--- src/rtl/cram_st_seq_ctrl_if.sv ---
// Port bundle between the CRAM input port and the store-sequence controller.
interface cram_st_seq_ctrl_if #(
  parameter int unsigned WIDTH_LENGTH = 8,
  parameter int unsigned NUM_IDS      = 2
);
  localparam int unsigned IdW = $clog2(NUM_IDS + 1);

  logic                    I_Valid;
  logic                    I_Nack;
  logic                    is_Acq;
  logic                    is_Rls;
  logic                    is_RConfigData;
  logic                    is_AuxData;
  logic                    is_AccessEnd;
  logic [WIDTH_LENGTH-1:0] I_Length;

  logic                    O_Set_ConfigData;
  logic                    O_We_Length;
  logic                    O_We_Stride;
  logic                    O_We_Base;
  logic                    O_Req;
  logic                    O_Acq;
  logic                    O_Rls;
  logic                    O_Trm;
  logic [IdW-1:0]          O_IDNo;
  logic                    O_StoreIDs;
  logic                    O_Busy;

  modport master (
    output I_Valid, I_Nack, is_Acq, is_Rls, is_RConfigData, is_AuxData, is_AccessEnd, I_Length,
    input  O_Set_ConfigData, O_We_Length, O_We_Stride, O_We_Base, O_Req, O_Acq, O_Rls, O_Trm,
           O_IDNo, O_StoreIDs, O_Busy
  );

  modport slave (
    input  I_Valid, I_Nack, is_Acq, is_Rls, is_RConfigData, is_AuxData, is_AccessEnd, I_Length,
    output O_Set_ConfigData, O_We_Length, O_We_Stride, O_We_Base, O_Req, O_Acq, O_Rls, O_Trm,
           O_IDNo, O_StoreIDs, O_Busy
  );
endinterface

--- src/rtl/cram_st_seq_ctrl.sv ---
// CRAM store-sequence controller: parses ID header, attribute and R-config
// blocks, then issues registered store requests with first/last-word tokens.
module cram_st_seq_ctrl #(
  parameter int unsigned WIDTH_LENGTH   = 8,
  parameter int unsigned NUM_IDS        = 2,
  parameter int unsigned NumWordsLength = 1,
  parameter int unsigned NumWordsStride = 1,
  parameter int unsigned NumWordsBase   = 1,
  parameter bit          EXTERN         = 1'b0
) (
  input logic              clock,
  input logic              reset,
  cram_st_seq_ctrl_if.slave bus
);

  localparam int unsigned IdW   = $clog2(NUM_IDS + 1);
  localparam int unsigned MaxLs = (NumWordsLength > NumWordsStride) ? NumWordsLength : NumWordsStride;
  localparam int unsigned MaxFw = (MaxLs > NumWordsBase) ? MaxLs : NumWordsBase;
  localparam int unsigned FwW   = (MaxFw > 1) ? $clog2(MaxFw) : 1;

  typedef enum logic [2:0] {
    S_IDLE, S_GET_ATTRIB, S_GET_CONFIG, S_GET_ATTRIB2, S_READY, S_ACTIVE
  } state_e;

  typedef enum logic [1:0] {F_CFG, F_LEN, F_STR, F_BASE} field_e;

  state_e                  state_q;
  field_e                  field_q;
  logic [FwW-1:0]          fw_cnt_q;
  logic [IdW-1:0]          c_id_q;
  logic [WIDTH_LENGTH-1:0] st_cnt_q;
  logic [WIDTH_LENGTH-1:0] st_cnt_d;
  logic                    r_req_q;
  logic                    r_acq_q;
  logic                    r_last_q;

  logic store_ids_c;
  logic set_cfg_c;
  logic we_len_c;
  logic we_str_c;
  logic we_base_c;
  logic len_hit_c;

  // Accept strobes for header/config words; field counter counts words already taken.
  always_comb begin
    store_ids_c = 1'b0;
    set_cfg_c   = 1'b0;
    we_len_c    = 1'b0;
    we_str_c    = 1'b0;
    we_base_c   = 1'b0;
    if (c_id_q == '0) store_ids_c = bus.is_Acq;
    else              store_ids_c = bus.I_Valid;
    if ((state_q == S_GET_CONFIG) && bus.I_Valid) begin
      case (field_q)
        F_CFG:   set_cfg_c = 1'b1;
        F_LEN:   we_len_c  = (fw_cnt_q == FwW'(NumWordsLength - 1));
        F_STR:   we_str_c  = (fw_cnt_q == FwW'(NumWordsStride - 1));
        F_BASE:  we_base_c = (fw_cnt_q == FwW'(NumWordsBase - 1));
        default: ;
      endcase
    end
  end

  // Store counter saturates instead of wrapping (matters for unbounded length).
  always_comb begin
    st_cnt_d  = (st_cnt_q == '1) ? st_cnt_q : st_cnt_q + WIDTH_LENGTH'(1);
    len_hit_c = (bus.I_Length != '0) && (st_cnt_q == bus.I_Length - WIDTH_LENGTH'(1));
  end

  always_ff @(posedge clock) begin
    if (reset) begin
      c_id_q <= '0;
    end else if (store_ids_c) begin
      c_id_q <= (c_id_q == IdW'(NUM_IDS)) ? '0 : c_id_q + IdW'(1);
    end
  end

  always_ff @(posedge clock) begin
    if (reset) begin
      state_q  <= S_IDLE;
      field_q  <= F_CFG;
      fw_cnt_q <= '0;
      st_cnt_q <= '0;
      r_req_q  <= 1'b0;
      r_acq_q  <= 1'b0;
      r_last_q <= 1'b0;
    end else begin
      r_req_q  <= 1'b0;
      r_acq_q  <= 1'b0;
      r_last_q <= 1'b0;
      case (state_q)
        S_IDLE: begin
          st_cnt_q <= '0;
          if ((c_id_q == IdW'(NUM_IDS)) && bus.I_Valid) state_q <= S_GET_ATTRIB;
        end
        S_GET_ATTRIB: begin
          if (bus.I_Valid && bus.is_RConfigData) state_q <= S_GET_CONFIG;
        end
        S_GET_CONFIG: begin
          if (bus.I_Valid) begin
            case (field_q)
              F_CFG: begin
                field_q  <= F_LEN;
                fw_cnt_q <= '0;
              end
              F_LEN: begin
                if (we_len_c) begin
                  field_q  <= F_STR;
                  fw_cnt_q <= '0;
                end else fw_cnt_q <= fw_cnt_q + FwW'(1);
              end
              F_STR: begin
                if (we_str_c) begin
                  field_q  <= F_BASE;
                  fw_cnt_q <= '0;
                end else fw_cnt_q <= fw_cnt_q + FwW'(1);
              end
              F_BASE: begin
                if (we_base_c) begin
                  field_q  <= F_CFG;
                  fw_cnt_q <= '0;
                  state_q  <= S_GET_ATTRIB2;
                end else fw_cnt_q <= fw_cnt_q + FwW'(1);
              end
              default: field_q <= F_CFG;
            endcase
          end
        end
        S_GET_ATTRIB2: begin
          if (bus.I_Valid && !bus.I_Nack && bus.is_AuxData) begin
            state_q <= S_ACTIVE;
            r_req_q <= EXTERN;
          end else if (!bus.I_Valid && !bus.I_Nack) begin
            state_q <= S_READY;
          end
        end
        S_READY: begin
          if (bus.I_Valid) state_q <= S_ACTIVE;
        end
        S_ACTIVE: begin
          // Release and external end take priority over stall and data.
          if (bus.is_Rls || bus.is_AccessEnd) begin
            state_q  <= S_IDLE;
            st_cnt_q <= '0;
          end else if (!bus.I_Nack && bus.I_Valid) begin
            r_req_q  <= 1'b1;
            st_cnt_q <= st_cnt_d;
            r_acq_q  <= (st_cnt_q == '0);
            if (len_hit_c) begin
              r_last_q <= 1'b1;
              state_q  <= S_IDLE;
            end
          end
        end
        default: state_q <= S_IDLE;
      endcase
    end
  end

  // Input-driven outputs are masked while reset is held.
  assign bus.O_StoreIDs       = store_ids_c & ~reset;
  assign bus.O_Set_ConfigData = set_cfg_c & ~reset;
  assign bus.O_We_Length      = we_len_c & ~reset;
  assign bus.O_We_Stride      = we_str_c & ~reset;
  assign bus.O_We_Base        = we_base_c & ~reset;
  assign bus.O_IDNo           = c_id_q;
  assign bus.O_Req            = r_req_q;
  assign bus.O_Acq            = r_acq_q;
  assign bus.O_Rls            = r_last_q | (bus.is_Rls & (state_q != S_IDLE) & ~reset);
  assign bus.O_Trm            = r_last_q | ((bus.is_AccessEnd | (bus.is_Rls & (state_q == S_ACTIVE))) & ~reset);
  assign bus.O_Busy           = (state_q != S_IDLE);

endmodule

--- src/flat_wrapper.sv ---
// flat-port wrapper written by rule: the top's interface ports become plain ports
module cram_st_seq_ctrl_flat 
#(
  parameter int unsigned WIDTH_LENGTH   = 8,
  parameter int unsigned NUM_IDS        = 2,
  parameter int unsigned NumWordsLength = 1,
  parameter int unsigned NumWordsStride = 1,
  parameter int unsigned NumWordsBase   = 1,
  parameter bit          EXTERN         = 1'b0
)
  (clock, reset, bus_I_Valid, bus_I_Nack, bus_is_Acq, bus_is_Rls, bus_is_RConfigData, bus_is_AuxData, bus_is_AccessEnd, bus_I_Length, bus_O_Set_ConfigData, bus_O_We_Length, bus_O_We_Stride, bus_O_We_Base, bus_O_Req, bus_O_Acq, bus_O_Rls, bus_O_Trm, bus_O_IDNo, bus_O_StoreIDs, bus_O_Busy);
  cram_st_seq_ctrl_if #(.WIDTH_LENGTH(WIDTH_LENGTH), .NUM_IDS(NUM_IDS)) bus_i ();
  input logic clock;
  input logic reset;
  input wire logic [$bits(bus_i.I_Valid)-1:0] bus_I_Valid;
  input wire logic [$bits(bus_i.I_Nack)-1:0] bus_I_Nack;
  input wire logic [$bits(bus_i.is_Acq)-1:0] bus_is_Acq;
  input wire logic [$bits(bus_i.is_Rls)-1:0] bus_is_Rls;
  input wire logic [$bits(bus_i.is_RConfigData)-1:0] bus_is_RConfigData;
  input wire logic [$bits(bus_i.is_AuxData)-1:0] bus_is_AuxData;
  input wire logic [$bits(bus_i.is_AccessEnd)-1:0] bus_is_AccessEnd;
  input wire logic [$bits(bus_i.I_Length)-1:0] bus_I_Length;
  output wire logic [$bits(bus_i.O_Set_ConfigData)-1:0] bus_O_Set_ConfigData;
  output wire logic [$bits(bus_i.O_We_Length)-1:0] bus_O_We_Length;
  output wire logic [$bits(bus_i.O_We_Stride)-1:0] bus_O_We_Stride;
  output wire logic [$bits(bus_i.O_We_Base)-1:0] bus_O_We_Base;
  output wire logic [$bits(bus_i.O_Req)-1:0] bus_O_Req;
  output wire logic [$bits(bus_i.O_Acq)-1:0] bus_O_Acq;
  output wire logic [$bits(bus_i.O_Rls)-1:0] bus_O_Rls;
  output wire logic [$bits(bus_i.O_Trm)-1:0] bus_O_Trm;
  output wire logic [$bits(bus_i.O_IDNo)-1:0] bus_O_IDNo;
  output wire logic [$bits(bus_i.O_StoreIDs)-1:0] bus_O_StoreIDs;
  output wire logic [$bits(bus_i.O_Busy)-1:0] bus_O_Busy;
  assign bus_i.I_Valid = bus_I_Valid;
  assign bus_i.I_Nack = bus_I_Nack;
  assign bus_i.is_Acq = bus_is_Acq;
  assign bus_i.is_Rls = bus_is_Rls;
  assign bus_i.is_RConfigData = bus_is_RConfigData;
  assign bus_i.is_AuxData = bus_is_AuxData;
  assign bus_i.is_AccessEnd = bus_is_AccessEnd;
  assign bus_i.I_Length = bus_I_Length;
  assign bus_O_Set_ConfigData = bus_i.O_Set_ConfigData;
  assign bus_O_We_Length = bus_i.O_We_Length;
  assign bus_O_We_Stride = bus_i.O_We_Stride;
  assign bus_O_We_Base = bus_i.O_We_Base;
  assign bus_O_Req = bus_i.O_Req;
  assign bus_O_Acq = bus_i.O_Acq;
  assign bus_O_Rls = bus_i.O_Rls;
  assign bus_O_Trm = bus_i.O_Trm;
  assign bus_O_IDNo = bus_i.O_IDNo;
  assign bus_O_StoreIDs = bus_i.O_StoreIDs;
  assign bus_O_Busy = bus_i.O_Busy;
  cram_st_seq_ctrl #(.WIDTH_LENGTH(WIDTH_LENGTH), .NUM_IDS(NUM_IDS), .NumWordsLength(NumWordsLength), .NumWordsStride(NumWordsStride), .NumWordsBase(NumWordsBase), .EXTERN(EXTERN)) u_core (.clock(clock), .reset(reset), .bus(bus_i));
endmodule
--- config.mk ---
export PLATFORM = sky130hd
export DESIGN_NAME = cram_st_seq_ctrl_flat
export DESIGN_NICKNAME = d
export VERILOG_FILES = /design/src/rtl/cram_st_seq_ctrl_if.sv /design/src/rtl/cram_st_seq_ctrl.sv /design/src/flat_wrapper.sv
export SDC_FILE = /design/constraint.sdc
export NUM_CORES = 1
export LEC_CHECK = 0
export ABC_AREA = 1
export CORE_MARGIN = 3
export CORE_UTILIZATION = 49
export CTS_BUF_LIST = sky130_fd_sc_hd__clkbuf_2 sky130_fd_sc_hd__clkbuf_4 sky130_fd_sc_hd__clkbuf_8
export DETAILED_ROUTE_END_ITERATION = 12
export PLACE_DENSITY = 0.79
export SYNTH_ARGS = -nofsm -noshare
export SYNTH_HDL_FRONTEND = slang
export SYNTH_SLANG_ARGS = --single-unit
export TNS_END_PERCENT = 30
--- constraint.sdc ---
create_clock -name clock -period 1.6 [get_ports clock]
set_clock_uncertainty 0.05 [all_clocks]
set_input_delay 0.32 -clock clock [delete_from_list [all_inputs] [get_ports clock]]
set_output_delay 0.32 -clock clock [all_outputs]
set_load 0.03 [all_outputs]
==> metrics <==
Seq/Total Area, Yosys 0.249; capturing point of the worst reg2reg path u_core.st_cnt_q[2]; Clock Sink Count 19; global-route wire length before repair between 6000 and 7000 um; arrival time at the worst endpoint about 1.4 ns; IO buf count 28; final number of setup-violating endpoints 18; FF-to-FF setup slack -0.10 ns; Mapped Cells 260; number of top-level pins 29; post-synthesis average cell area slightly below 6 um^2; commonest cells after routing, fill and taps aside nand2_1, buf_4, inv_1, nor2_1; CTS tree yes; critical-path cell with the highest stage delay dfxtp_4; maximum cell stage delay along the critical path 0.39 ns; launch point of the worst reg-to-reg path u_core.state_q[0]; ordered cell list for the critical path inv_4 -> nand3_4 -> nor2_4 -> inv_4 -> nor4_4 -> buf_4; run status finished with violations; cts bufs inserted 3; Slew Limit Headroom 0.743; antenna violation net count after detailed routing 0; Hold Vio Cnt, Final 0; vias in the first global route between 1,500 and 2,000; layout filler cell count about 150; register bit total from synthesis 19; portion of the clock cycle consumed by the worst path in the final layout 1.11; vertical extent of the die 61.8 um; cell at the root of the clock tree clkbuf_4; final weighted congestion in routability-driven placement between 0.8 and 0.9; Worst Hold Path Cells 3; sum of buffers and inverters on the critical path 3; endpoint of the most critical setup path bus_O_We_Length; clock latency on the worst-skew pair approximately 0.3 ns; largest net degree at the start of global routing 11; clock transition at the registers of the reported paths roughly 0.11 ns; RSZ-0062 raised after global routing yes; number of distinct standard cells referenced by the synthesized netlist 31; worst setup path startpoint u_core.state_q[0]; wire length per cell ~15 um; die extent in x approximately 62 um; core region area 2850 um^2; maximum root-to-sink buffer count 2; min setup slack post-route -0.172 ns; effective utilization at floorplan 0.535; most common library cell in the layout ignoring fill and taps nand2_1; DP HPWL between 3000 and 4000 um; worst reg2reg path depth 11; hold wc startpoint reset; antenna diode count 0; type of the worst setup path flop to primary output; Worst Max-Slew Pin Slew 0.383 ns; Max Clock Freq around 560 MHz; leakage power figure between 0.001 and 0.0015 uW; total of max-cap violations 0; number of gates on the worst path with buffers counted 6; clock period minus worst slack approximately 1.8 ns; DRC marker count from the first detailed-route iteration around 190; syn_nets 285; Via-to-Cell Ratio approximately 5.4; number of placement rows 19; Die Footprint 3820 um^2; Crit path required time between 1 and 1.5 ns; Area growth, synth to finish 61.1%; failing checks setup timing; pre-CTS worst setup slack -0.551 ns; detailed-route via count roughly 2,000; startpoint class of the critical path flop; total overflow reported by the global router 0; Slew Viols, Final 0; Global Route Usage Sum 0.239; share of cells above drive strength 1 0.382; total chip power around 2300 uW; nature of the critical path endpoint primary output; initial antenna violation count 0; cell family with the largest share of critical-path delay flip-flops; Power Dens Cells around 920 nW/um^2; peak supply drop approximately 0.80 mV; Max Fanout on Critical Path 4; count of synthesis-stage warnings from yosys 0; min-delay worst type input port to flop; number of remaining DRC errors 0; most repeated library cell on the critical path inv_4; final WL 5410 um; maximum level of the CTS H-tree 1; # nets final roughly 360; TritonRoute pass-1 iters 4; post-synth design cell area approximately 1500 um^2
stage by stage:
stage	util	hold WS, ns	area, um^2	cells	TNS [ns]
2_1_floorplan	-	0.345	1550	260	-0.0394
3_3_place_gp	0.732	0.446	2090	351	-6.25
3_5_place_dp	0.732	0.469	2090	351	-6.95
4_1_cts	0.786	0.465	2240	358	-0.581
5_1_grt	0.861	0.469	2460	366	-2.96
6_report	0.861	0.463	2460	366	-1.38
what timing repair did:
| item | 4_1_cts | 5_1_grt |
|---|---|---|
| hold buffers | 0 | 0 |
| setup endpoints to repair | 19 | 21 |
| gates resized for setup | 54 | 49 |
| pin swaps | 9 | 18 |
| buffers inserted | 4 | 8 |
Yosys cell counts, drive strengths merged:
| master | count | area share |
|---|---|---|
| nand2 | 73 | 0.19 |
| inv | 50 | 0.12 |
| nor2 | 42 | 0.11 |
| dfxtp | 19 | 0.25 |
| nand3 | 19 | 0.066 |
| a21oi | 13 | 0.043 |
| o21ai | 11 | 0.039 |
| ha | 8 | 0.066 |
| nor3 | 8 | 0.030 |
| nor4 | 3 | 0.012 |
| nand4 | 2 | 0.0082 |
| xor2 | 2 | 0.011 |
| a211oi | 1 | 0.0049 |
| a21boi | 1 | 0.0074 |
| and2 | 1 | 0.0041 |
| clkbuf | 1 | 0.0025 |
| nor3b | 1 | 0.0049 |
| o211ai | 1 | 0.0049 |
| o22ai | 1 | 0.0041 |
| o31ai | 1 | 0.0049 |
| or2 | 1 | 0.0041 |
| xnor2 | 1 | 0.0057 |
cell families after synthesis:
kind of cell,share of synthesized area
flops,0.249
buf+inv,0.127
simple gates,0.433
fa+ha+maj,0.0656
xor+xnor,0.0172
compound gates,0.107
layer usage:
layer	vias up	part of all wire	GRT usage
met5	-	0	0
met4	0	0.036	0.0606
met3	26	0.075	0.0599
met2	102	0.50	0.393
met1	900	0.39	0.313
li1	966	-	-
registers in the layout (all words and copies together) (netlist names):
signal / cells
u_core.bus.O_IDNo: 2
u_core.field_q: 2
u_core.st_cnt_q: 8
u_core.state_q: 3
u_core.r_last_q: 1
u_core.bus.O_Req: 1
u_core.bus.O_Acq: 1
u_core.fw_cnt_q: 1
worst register-to-register path, stage by stage (launching register included):
cell,delay (ns)
dfxtp_4,0.41
inv_4,0.06
nor2_4,0.12
nand2_4,0.08
buf_4,0.14
nor2_4,0.16
nand2_2,0.12
nand2_4,0.16
inv_4,0.07
nand3_1,0.09
nand2_1,0.08
nor2_1,0.12
worst min-delay path by stage:
stage / to / slack (ns)
2_1_floorplan: u_core.bus.O_IDNo[1] / 0.35
5_1_grt: u_core.bus.O_IDNo[0] / 0.47
6_report: u_core.bus.O_IDNo[0] / 0.46
3_3_place_gp: u_core.bus.O_IDNo[0] / 0.45
4_1_cts: u_core.field_q[1] / 0.46
3_5_place_dp: u_core.bus.O_IDNo[0] / 0.47
cell type report:
type | count | area (um^2) | area share
multi-input cells | 190 | 1170 | 0.476
clock buffers | 4 | 30.0 | 0.0122
well taps | 31 | 38.8 | 0.0158
inverters | 50 | 205 | 0.0835
repair buffers | 72 | 612 | 0.249
flip-flops and latches | 19 | 402 | 0.163
power by group:
part	internal (uW)	switching [uW]	leakage [uW]
Clock	114	150	0.0000184
Sequential	519	63.3	0.000159
Combinational	628	797	0.00102
(Power assumes the default switching activity.)
